## src/rtl/display_frame_scheduler_if.sv

```systemverilog
// display_frame_scheduler_if: valid/ready bin stream from the spectrum source into the frame scheduler.
interface display_frame_scheduler_if;
    logic        bin_valid;
    logic        bin_ready;
    logic [2:0]  bin_idx;
    logic [11:0] bin_data;
    logic        bin_last;
    modport master (output bin_valid, bin_idx, bin_data, bin_last, input bin_ready);
    modport slave  (input bin_valid, bin_idx, bin_data, bin_last, output bin_ready);
endinterface

```

## src/rtl/display_frame_scheduler.sv

```systemverilog
// display_frame_scheduler: assembles 8-band frames into a shadow buffer, commits them atomically,
// and manages display mode (button/auto timer) plus a stale-frame blanking watchdog.
module display_frame_scheduler #(
    parameter logic [23:0] AUTO_PERIOD   = 24'd5_000_000,
    parameter logic [23:0] STALE_TIMEOUT = 24'd1_000_000
) (
    input  logic                       clk,
    input  logic                       rst,
    display_frame_scheduler_if.slave   bin,
    input  logic                       btn_next,
    input  logic                       auto_en,
    output logic [95:0]                spectrum_data_packed,
    output logic [2:0]                 mode,
    output logic                       frame_update,
    output logic                       frame_err,
    output logic                       stale
);
    typedef enum logic [1:0] {IDLE, FILL, COMMIT} state_t;
    state_t            state_q, state_d;
    logic [2:0]        exp_q, exp_d;
    logic [7:0][11:0]  shadow_q, shadow_d;
    logic [95:0]       packed_q, packed_d;
    logic [2:0]        mode_q, mode_d, pend_q, pend_d;
    logic [23:0]       auto_q, auto_d, scnt_q, scnt_d;
    logic              stale_q, stale_d, upd_q, upd_d, err_q, err_d;
    logic              xfer, bad, done, commit, wrap, hit;

    assign xfer = bin.bin_valid & bin.bin_ready;
    // An index mismatch, or bin_last disagreeing with "this is band 7", aborts the frame
    assign bad  = xfer & ((bin.bin_idx != exp_q) | (bin.bin_last != (bin.bin_idx == 3'd7)));
    assign done = xfer & ~bad & bin.bin_last;

    always_ff @(posedge clk or posedge rst) begin
        if (rst) state_q <= IDLE;
        else     state_q <= state_d;
    end

    always_comb begin
        state_d = (state_q == COMMIT || bad) ? IDLE : done ? COMMIT : xfer ? FILL : state_q;
    end

    always_comb begin
        bin.bin_ready = ~rst & (state_q != COMMIT);
        commit        = state_q == COMMIT;
    end

    always_comb begin
        exp_d    = (bad || done) ? 3'd0 : xfer ? exp_q + 3'd1 : exp_q;
        shadow_d = shadow_q;
        if (xfer) shadow_d[bin.bin_idx] = bin.bin_data;
        if (bad) shadow_d = '0;
        wrap     = auto_en && auto_q == AUTO_PERIOD - 24'd1;
        auto_d   = (!auto_en || btn_next || wrap) ? 24'd0 : auto_q + 24'd1;
        // A button press on the wrap cycle still yields a single advance
        pend_d   = (btn_next || wrap) ? ((pend_q == 3'd2) ? 3'd0 : pend_q + 3'd1) : pend_q;
        scnt_d   = commit ? 24'd0 : (scnt_q == STALE_TIMEOUT) ? scnt_q : scnt_q + 24'd1;
        hit      = !commit && scnt_d == STALE_TIMEOUT;
        stale_d  = commit ? 1'b0 : stale_q | hit;
        packed_d = commit ? shadow_q : hit ? 96'd0 : packed_q;
        mode_d   = (commit || stale_q) ? pend_q : mode_q;
        upd_d    = commit;
        err_d    = bad;
    end

    always_ff @(posedge clk or posedge rst) begin
        if (rst) begin
            exp_q    <= '0;
            shadow_q <= '0;
            packed_q <= '0;
            mode_q   <= '0;
            pend_q   <= '0;
            auto_q   <= '0;
            scnt_q   <= '0;
            stale_q  <= 1'b0;
            upd_q    <= 1'b0;
            err_q    <= 1'b0;
        end else begin
            exp_q    <= exp_d;
            shadow_q <= shadow_d;
            packed_q <= packed_d;
            mode_q   <= mode_d;
            pend_q   <= pend_d;
            auto_q   <= auto_d;
            scnt_q   <= scnt_d;
            stale_q  <= stale_d;
            upd_q    <= upd_d;
            err_q    <= err_d;
        end
    end

    assign spectrum_data_packed = packed_q;
    assign mode                 = mode_q;
    assign frame_update         = upd_q;
    assign frame_err            = err_q;
    assign stale                = stale_q;
endmodule

```

## src/flat_wrapper.sv

```systemverilog
// flat-port wrapper written by rule: the top's interface ports become plain ports
module display_frame_scheduler_flat 
#(
    parameter logic [23:0] AUTO_PERIOD   = 24'd5_000_000,
    parameter logic [23:0] STALE_TIMEOUT = 24'd1_000_000
)
  (clk, rst, btn_next, auto_en, spectrum_data_packed, mode, frame_update, frame_err, stale, bin_bin_valid, bin_bin_idx, bin_bin_data, bin_bin_last, bin_bin_ready);
  display_frame_scheduler_if bin_i ();
  input  logic clk;
  input  logic rst;
  input  logic btn_next;
  input  logic auto_en;
  output logic [95:0] spectrum_data_packed;
  output logic [2:0] mode;
  output logic frame_update;
  output logic frame_err;
  output logic stale;
  input wire logic [$bits(bin_i.bin_valid)-1:0] bin_bin_valid;
  input wire logic [$bits(bin_i.bin_idx)-1:0] bin_bin_idx;
  input wire logic [$bits(bin_i.bin_data)-1:0] bin_bin_data;
  input wire logic [$bits(bin_i.bin_last)-1:0] bin_bin_last;
  output wire logic [$bits(bin_i.bin_ready)-1:0] bin_bin_ready;
  assign bin_i.bin_valid = bin_bin_valid;
  assign bin_i.bin_idx = bin_bin_idx;
  assign bin_i.bin_data = bin_bin_data;
  assign bin_i.bin_last = bin_bin_last;
  assign bin_bin_ready = bin_i.bin_ready;
  display_frame_scheduler #(.AUTO_PERIOD(AUTO_PERIOD), .STALE_TIMEOUT(STALE_TIMEOUT)) u_core (.clk(clk), .rst(rst), .bin(bin_i), .btn_next(btn_next), .auto_en(auto_en), .spectrum_data_packed(spectrum_data_packed), .mode(mode), .frame_update(frame_update), .frame_err(frame_err), .stale(stale));
endmodule
```

## config.mk

```make
export PLATFORM = sky130hd
export DESIGN_NAME = display_frame_scheduler_flat
export DESIGN_NICKNAME = d
export VERILOG_FILES = /design/src/rtl/display_frame_scheduler_if.sv /design/src/rtl/display_frame_scheduler.sv /design/src/flat_wrapper.sv
export SDC_FILE = /design/constraint.sdc
export NUM_CORES = 1
export LEC_CHECK = 0
export CAP_MARGIN = 10
export CORE_MARGIN = 4
export CORE_UTILIZATION = 63
export CTS_BUF_LIST = sky130_fd_sc_hd__clkbuf_8
export DETAILED_ROUTE_END_ITERATION = 8
export HOLD_SLACK_MARGIN = 0.12
export PLACE_DENSITY = 0.95
export SLEW_MARGIN = 15
export SYNTH_ARGS = -nofsm -noshare
export SYNTH_HDL_FRONTEND = slang
export SYNTH_SLANG_ARGS = --single-unit
```

## constraint.sdc

```tcl
create_clock -name clk -period 14.5 [get_ports clk]
set_input_delay 3.625 -clock clk [delete_from_list [all_inputs] [get_ports clk]]
set_output_delay 3.625 -clock clk [all_outputs]
set_load 0.02 [all_outputs]
```

==> Yosys cells after proc, flatten, opt, wreduce, memory -nomap -nowiden <==
Index checks and enable logic that the tools add are counted.
{ "op_classes": {"muxes": 17, "add_sub_neg": 4, "eq_ne": 9, "n_lt_le_gt_ge": 2, "n_bitwise": 9, "reduce_logical": 15} }
{ "ops": {"columns": ["op", "count"], "rows": [
  ["96-bit 2-to-1 mux", 4],
  ["96-bit bitwise mux", 1],
  ["24-bit 2-to-1 mux", 3],
  ["24-bit by 1-bit adder with 24-bit output, second input constant", 2],
  ["24-bit by 20-bit equality test with 1-bit output, second input constant", 2],
  ["12-bit demux with 3-bit select", 1],
  ["24-bit by 23-bit equality test with 1-bit output, second input constant", 1],
  ["12-bit 2-to-1 mux", 1],
  ["3-bit 2-to-1 mux", 3],
  ["3-bit by 1-bit adder with 3-bit output, second input constant", 2],
  ["1-bit logical OR", 6],
  ["2-bit 2-to-1 mux", 3],
  ["2-bit nonzero test", 3],
  ["1-bit AND", 5],
  ["3-bit by 4-bit < comparator with 1-bit output, second input constant", 1],
  ["3-bit by 2-bit equality test with 1-bit output, second input constant", 1],
  ["3-bit equality test, second input constant", 1],
  ["3-bit by 1-bit >= comparator with 1-bit output, second input constant", 1],
  ["1-bit logical AND", 3],
  ["3-bit != test", 1],
  ["3-bit nonzero test", 1],
  ["2-bit equality test, second input constant", 1],
  ["1-bit zero test", 2],
  ["2-bit != test, second input constant", 1],
  ["4 further kinds", 6]
]} }
{ "word_totals": {"regBits": 254, "elab_cells": 74, "input_bits": 21, "out_inout_bits": 103} }

==> Longest topological paths before layout <==
Gate-level depths: netlist of run 1.
{ "depth": {"depth_word": 9, "depth_mapped": 10, "depth_no_buf": 8} }

==> Least setup slack after synthesis of run 1 <==
Ideal clock, no wire load.
{ "synth_timing": {"path_type": "input port to flip-flop", "startpoint": "input rst", "endpoint": "register u_core.shadow_q[12] (netlist bit)", "path_slack_ps": 3835, "n_path_buf": 2, "t_arrival_ps": 10598, "required_ps": 14434, "stages": 7, "setup_ps": 66, "path_cell_list": "inv_1 -> and3_1 -> clkbuf_1 -> nand2_1 -> nor4_1 -> clkbuf_1 -> a22o_1"} }
{ "synth_between": {"elab_chain_cells": 5, "elab_cells_between_ends": 6, "classes_between": "1 x mux; 4 x bitwise; 1 x reduce/logical"} }
{ "synth_lines": {"columns": ["element", "line", "text"], "rows": [
  ["from (decl)", "flat_wrapper.sv:10", "input logic rst;"],
  ["1-bit NOT (*)", "display_frame_scheduler.sv:43", "bin.bin_ready = ~rst & (state_q != COMMIT);"],
  ["1-bit AND (*)", "display_frame_scheduler.sv:43", null],
  ["1-bit AND (*)", "display_frame_scheduler.sv:28", "assign xfer = bin.bin_valid & bin.bin_ready;"],
  ["1-bit AND", "display_frame_scheduler.sv:30", "assign bad = xfer & ((bin.bin_idx != exp_q) | (bin.bin_last != (bin.bin_idx == 3'd7)));"],
  ["96-bit 2-to-1 mux / 2-bit nonzero test (equally long branches)", null, null],
  ["to (signal assigned)", "display_frame_scheduler.sv:79", "shadow_q <= shadow_d;"],
  ["to (decl)", "display_frame_scheduler.sv:21", "logic [7:0][11:0] shadow_q, shadow_d;"]
]} }
Mark *: on every way between the ends. The rest lies on a longest branch, timed or not.
A chain may end at the register's enable or synchronous reset.

==> Worst setup path after layout of run 1 <==
{ "layout_timing": {"startpoint": "input rst", "endpoint": "output bin_bin_ready"} }
{ "layout_between": {"elab_chain_cells": 2} }
{ "layout_lines": {"columns": ["element", "line", "text"], "rows": [
  ["1-bit NOT", "display_frame_scheduler.sv:43", null],
  ["1-bit AND", "display_frame_scheduler.sv:43", null],
  ["to (decl)", "flat_wrapper.sv:22", "output wire logic [$bits(bin_i.bin_ready)-1:0] bin_bin_ready;"]
]} }
Every way passes these cells.

==> flow_summary.yaml, run 1 <==
grt:
  grt_util_all_layers: 0.2810
  gr-total-overflow: 0
  antenna_found_initial: 0
  first_global_vias: 8246
  grt_max_degree: 139
  grt_pass1_wl_um: 44150
hold_path:
  min_delay_worst_endpoint: "u_core.mode[2]$_DFFE_PP0P_"
  hold_depth: 2
  worst_hold_startpoint: "u_core.mode[2]$_DFFE_PP0P_"
  hold_class: "reg -> reg"
detailed_routing:
  drc_errors: 0
  wl_per_cell_um: 21.61
  antenna_left: 0
  vias_per_cell: 6.382
  drt-initial-drc-count: 705
  vias: 7997
  dr.pass1.iters: 5
  drt_wl_total_um: 27080
sta:
  max_freq_mhz: 116.6
  post-route-min-period_ps: 8578
  worstMarginPinSlew_ps: 1168
  clock_skew_ps: 10.53
  setup_viol: 0
  drv_slew: 0
  rsz0062_at_grt: "no"
  fin_setup_tns_ps: 0
  slew_headroom: 0.2180
  hold_viol: 0
  layout_worst_path_cycle_share: 0.5916
setup_path:
  cp.arrival_ps: 4950
  crit_buf_inv: 2
  critPathSlowestCell: "clkdlybuf4s50_1"
  r2r_end: "u_core.spectrum_data_packed[2]$_DFFE_PP0P_"
  worstSetupPathType: "in -> out"
  rr_worst_depth: 8
  slowest_delay_ps: 630
  required_ps: 10880
  cpMostUsedCell: "clkdlybuf4s50_1"
  path_delay_family: "buffers and inverters"
  r2r_slack_ps: 9930
  path_depth: 3
  crit_path_end_kind: "output port"
  cp_max_fo: 2
  start_kind: "primary input"
  reg2reg_from: "u_core.scnt_q[0]$_DFF_PP0_"
  crit_chain: "clkdlybuf4s50_1, nor2_1, clkdlybuf4s50_1"
pwr:
  p_int_uw: 1057
  p_leak_uw: 0.006026
  comb_power_share: 0.080
  switching_share: 0.2528
  p_sw_uw: 357.5
  p_clk_frac: 0.390
  p_seq_frac: 0.531
  peakVddDrop_mv: 0.08626
  power.density_mw_per_mm2: 110.2
clock_network:
  cts_resized: 0
  clkSinkCount: 254
  numCtsBuffers: 40
  clkLatencyLatePin_ps: 530
  clockRootBuffer: "clkbuf_8"
  htreeDepth: 2
  cts_tree: "done"
  cts_hold_buffers: 0
  cts.clk_slew.worst_paths_ps: 60
  cts_buffer_depth: 3
  cts_setup_buffers: 0
floorplan:
  core_mm2: 0.01670
  io_pins: 124
  dieArea_mm2: 0.01933
  die_x_um: 139.0
  core.rowCount: 47
  start_util: 0.6476
  die_h_um: 139.0
synthesis:
  synthArstFlopShare: 1.000
  avgSynthCellArea_um2: 11.90
  synth_top_flop_cell: "dfrtp_1"
  syn_nets: 934
  yosysSeqAreaShare: 0.5877
  ys_types: 46
  ys_seq_elements: 254
  yosysWarnings: 0
  synth_area_mm2: 0.01082
  synth-edff-count: 0
  netlist_instances: 909
run_status:
  outcome: "complete, no violations"
final_layout:
  antenna_cells: 0
  syn_to_final_growth_pct: 18.72
  nets: 1038
  final_cell_mix: "254 x dfrtp_1, 123 x clkdlybuf4s50_1, 98 x mux2i_1"
  layout_commonest_cell: "dfrtp_1"
  nFillCells: 995
  drive_above_1_share: 0.09777
  instances_no_fill: 1253
placed_design:
  port_buffers: 123
  dp.cells: 1191
  hpwl_um: 16700
  gp_congestion: 0.9239
run:
  cap_violations: 0
==> tightest hold or removal path, cell delays in order (launching register included) <==
cell     delay, ps
dfrtp_1        340
nand2_1         40
o21ai_0         60
==> flip-flops by register name (all words and copies together), names as in the netlist <==
signal	flops
u_core.auto_q	24
u_core.exp_q	3
u_core.frame_err	1
u_core.frame_update	1
u_core.mode	3
u_core.pend_q	3
u_core.scnt_q	24
u_core.shadow_q	96
u_core.spectrum_data_packed	96
u_core.stale	1
u_core.state_q	2
==> kinds of logic (layout without fill, tap and decap cells) <==
logic type,after synthesis,in the layout,synth area share
flops,254,254,0.5877
compound gates,227,227,0.1503
simple gates,184,184,0.08711
mux,103,103,0.09590
buf+inv,85,209,0.03228
xor+xnor,52,52,0.04211
fa+ha+maj,4,4,0.004628
==> power by group through the flow <==
stage	Sequential, uW	Combinational (uW)	Clock [uW]
after global placement	762	108	0
after CTS	751	113	561
after detailed placement	763	112	0
after global routing	754	126	598
final	751	113	551
after floorplan	757	81.4	0
==> worst max path at each step <==
stage / end / startpoint
6_report: bin_bin_ready / rst
3_3_place_gp: bin_bin_ready / rst
3_5_place_dp: bin_bin_ready / rst
4_1_cts: bin_bin_ready / rst
2_1_floorplan: u_core.shadow_q[12]$_DFFE_PP0P_ / rst
5_1_grt: bin_bin_ready / rst
==> per-layer routing <==
layer / up-vias / routed length, um / global-route usage
met5: - / 0 / 0
met4: 0 / 983 / 0.1102
met3: 93 / 2145 / 0.07069
met2: 394 / 13130 / 0.4554
met1: 4036 / 10810 / 0.3690
li1: 3474 / - / -
==> cells in the mapped netlist, drive strengths merged (17+ instances only) <==
master	count	area, um^2
clkbuf	44	165.2
nand4	17	106.4
mux2i	98	980.9
nand3	18	90.09
xor2	26	227.7
a22o	97	849.6
xnor2	26	227.7
nand2	27	101.4
buf	31	146.4
dfrtp	254	6356
a21oi	103	590.6
nor2	67	251.5
==> per-stage QoR <==
| step | utilization | total power [uW] | worst slack, ps | hold slack (ps) | instance area [um^2] |
|---|---|---|---|---|---|
| 2_1_floorplan | - | 838.7 | 3835 | 440.7 | 10820 |
| 5_1_grt | 0.7688 | 1478 | 5834 | 525.3 | 12840 |
| 4_1_cts | 0.7684 | 1424 | 5911 | 483.4 | 12830 |
| 3_3_place_gp | 0.7261 | 870.1 | 5930 | 452.2 | 12130 |
| 6_report | 0.7688 | 1414 | 5922 | 477.5 | 12840 |
| 3_5_place_dp | 0.7261 | 874.6 | 5914 | 457.1 | 12130 |
==> cell type report <==
class / instances / area [um^2] / share of cell area
sequential: 254 / 6356 / 0.4950
multi-input combinational: 570 / 4119 / 0.3208
timing repair buffer: 137 / 1336 / 0.1041
clock buffer: 46 / 633.1 / 0.04931
tap: 220 / 275.3 / 0.02144
clock inverter: 16 / 73.82 / 0.005749
inverter: 10 / 46.29 / 0.003606
No activity file was read; power rests on OpenSTA's default activity.
==> inputs of run 2 (changes only) <==
--- a/config.mk
+++ b/config.mk
@@ -7,11 +7,11 @@
 export LEC_CHECK = 0
 export CAP_MARGIN = 10
 export CORE_MARGIN = 4
-export CORE_UTILIZATION = 63
+export CORE_UTILIZATION = 58
 export CTS_BUF_LIST = sky130_fd_sc_hd__clkbuf_8
 export DETAILED_ROUTE_END_ITERATION = 8
 export HOLD_SLACK_MARGIN = 0.12
-export PLACE_DENSITY = 0.95
+export PLACE_DENSITY = 0.9
 export SLEW_MARGIN = 15
 export SYNTH_ARGS = -nofsm -noshare
 export SYNTH_HDL_FRONTEND = slang
==> constraint.sdc (replaced) <==
create_clock -name clk -period 9 [get_ports clk]
set_input_delay 2.25 -clock clk [delete_from_list [all_inputs] [get_ports clk]]
set_output_delay 2.25 -clock clk [all_outputs]
set_load 0.02 [all_outputs]
==> flow_summary.yaml, run 2 (same netlist as run 1, synthesis figures left out) <==
run_status:
  outcome: "complete, no violations"
detailed_routing:
  antenna_left: 0
  vias: 7918
  wl_per_cell_um: 20.66
  drc_errors: 0
  vias_per_cell: 6.249
  drt_wl_total_um: 26170
  drt-initial-drc-count: 910
  dr.pass1.iters: 6
setup_path:
  slowest_delay_ps: 650
  critPathSlowestCell: "clkdlybuf4s50_1"
  path_delay_family: "buffers and inverters"
  crit_chain: "clkdlybuf4s50_1, nor2_1, clkdlybuf4s50_1"
  path_depth: 3
  startpoint: "rst"
  rr_worst_depth: 8
  crit_end: "bin_bin_ready"
  required_ps: 6750
  cp.arrival_ps: 3520
  worstSetupPathType: "in -> out"
  start_kind: "primary input"
  cp_max_fo: 2
  r2r_slack_ps: 5090
  reg2reg_from: "u_core.scnt_q[8]$_DFF_PP0_"
  crit_buf_inv: 2
  cpMostUsedCell: "clkdlybuf4s50_1"
  r2r_end: "u_core.spectrum_data_packed[8]$_DFFE_PP0P_"
  crit_path_end_kind: "output port"
floorplan:
  dieArea_mm2: 0.02090
  core.rowCount: 49
  die_h_um: 144.6
  die_x_um: 144.6
  io_pins: 124
  start_util: 0.5960
  core_mm2: 0.01815
sta:
  max_freq_mhz: 173.4
  whs_ps: 481.5
  slew_headroom: 0.2520
  drv_slew: 0
  fin_setup_tns_ps: 0
  setup_viol: 0
  post-route-min-period_ps: 5767
  hold_viol: 0
  rsz0062_at_grt: "no"
  clock_skew_ps: 26.19
  worstMarginPinSlew_ps: 1117
  worst_slack_ps: 3233
  layout_worst_path_cycle_share: 0.6408
grt:
  grt_util_all_layers: 0.2550
  first_global_vias: 8101
  gr-total-overflow: 0
  grt_max_degree: 214
  grt_pass1_wl_um: 42260
  antenna_found_initial: 0
final_layout:
  drive_above_1_share: 0.1040
  final_cell_mix: "254 x dfrtp_1, 123 x clkdlybuf4s50_1, 98 x mux2i_1"
  seqCellArea_mm2: 0.006356
  nets: 1038
  fin_area_mm2: 0.01303
  antenna_cells: 0
  nFillCells: 1206
  final_util: 0.7178
  layout_commonest_cell: "dfrtp_1"
  multi_input_area_mm2: 0.004119
  syn_to_final_growth_pct: 20.44
pwr:
  p_seq_frac: 0.498
  p_int_uw: 1830
  p_sw_uw: 600.0
  p_clk_frac: 0.426
  p_leak_uw: 0.006100
  peakVddDrop_mv: 0.1201
  switching_share: 0.2469
  power.density_mw_per_mm2: 186.6
  comb_power_share: 0.076
clock_network:
  cts_setup_buffers: 0
  numCtsBuffers: 40
  cts_tree: "done"
  clkSinkCount: 254
  htreeDepth: 2
  cts_resized: 0
  clockRootBuffer: "clkbuf_8"
  clkLatencyLatePin_ps: 550
  cts.clk_slew.worst_paths_ps: 60
  cts_buffer_depth: 3
  cts_hold_buffers: 0
run:
  cap_violations: 0
hold_path:
  hold_class: "reg -> reg"
  worst_hold_startpoint: "u_core.state_q[0]$_DFFE_PP0P_"
placed_design:
  post-place-ws_ps: 3220
  port_buffers: 123
  placed_area_mm2: 0.01214
  hpwl_um: 16190
  gp_congestion: 0.8954
run 2: changes by cell type in the layout (fill, tap and decap cells not counted), sizes merged:
cell / previous run / this run
clkbuf: 46 / 50
bufinv: 0 / 3
inv: 20 / 17
clkinv: 5 / 6
run 2: cell type report:
| class | count | area share |
|---|---|---|
| Multi-Input combinational cell | 570 | 0.3162 |
| Sequential cell | 254 | 0.4879 |
| Tap cell | 229 | 0.02200 |
| Inverter | 10 | 0.003266 |
| Clock buffer | 50 | 0.05283 |
| Timing Repair Buffer | 137 | 0.1051 |
| Clock inverter | 17 | 0.01268 |
run 2: layer usage:
layer / GRT usage / routed length (um)
met1: 0.3515 / 10960
met2: 0.3880 / 12190
met3: 0.06316 / 2030
met4: 0.1129 / 997
met5: 0 / 0
run 2: worst min-delay path by stage:
stage	slack, ps	cells after the start	to
floorplan	440	1	u_core.state_q[0]$_DFFE_PP0P_
global placement	450	1	u_core.state_q[0]$_DFFE_PP0P_
detailed placement	470	1	u_core.state_q[0]$_DFFE_PP0P_
CTS	480	1	u_core.state_q[0]$_DFFE_PP0P_
global route	500	1	u_core.state_q[0]$_DFFE_PP0P_
finish	480	1	u_core.state_q[0]$_DFFE_PP0P_
run 2: through the flow:
step           power [uW]  std cells
6_report             2430       1267
5_1_grt              2518       1267
4_1_cts              2443       1266
3_5_place_dp         1410       1199
3_3_place_gp         1401       1199
2_1_floorplan        1352        909
run 2: power by group through the flow:
stage	Clock (uW)	Combinational, uW	Sequential (uW)
CTS	1050	183	1210
finish	1030	185	1210
global placement	0	174	1230
global route	1100	204	1210
floorplan	0	131	1220
detailed placement	0	181	1230
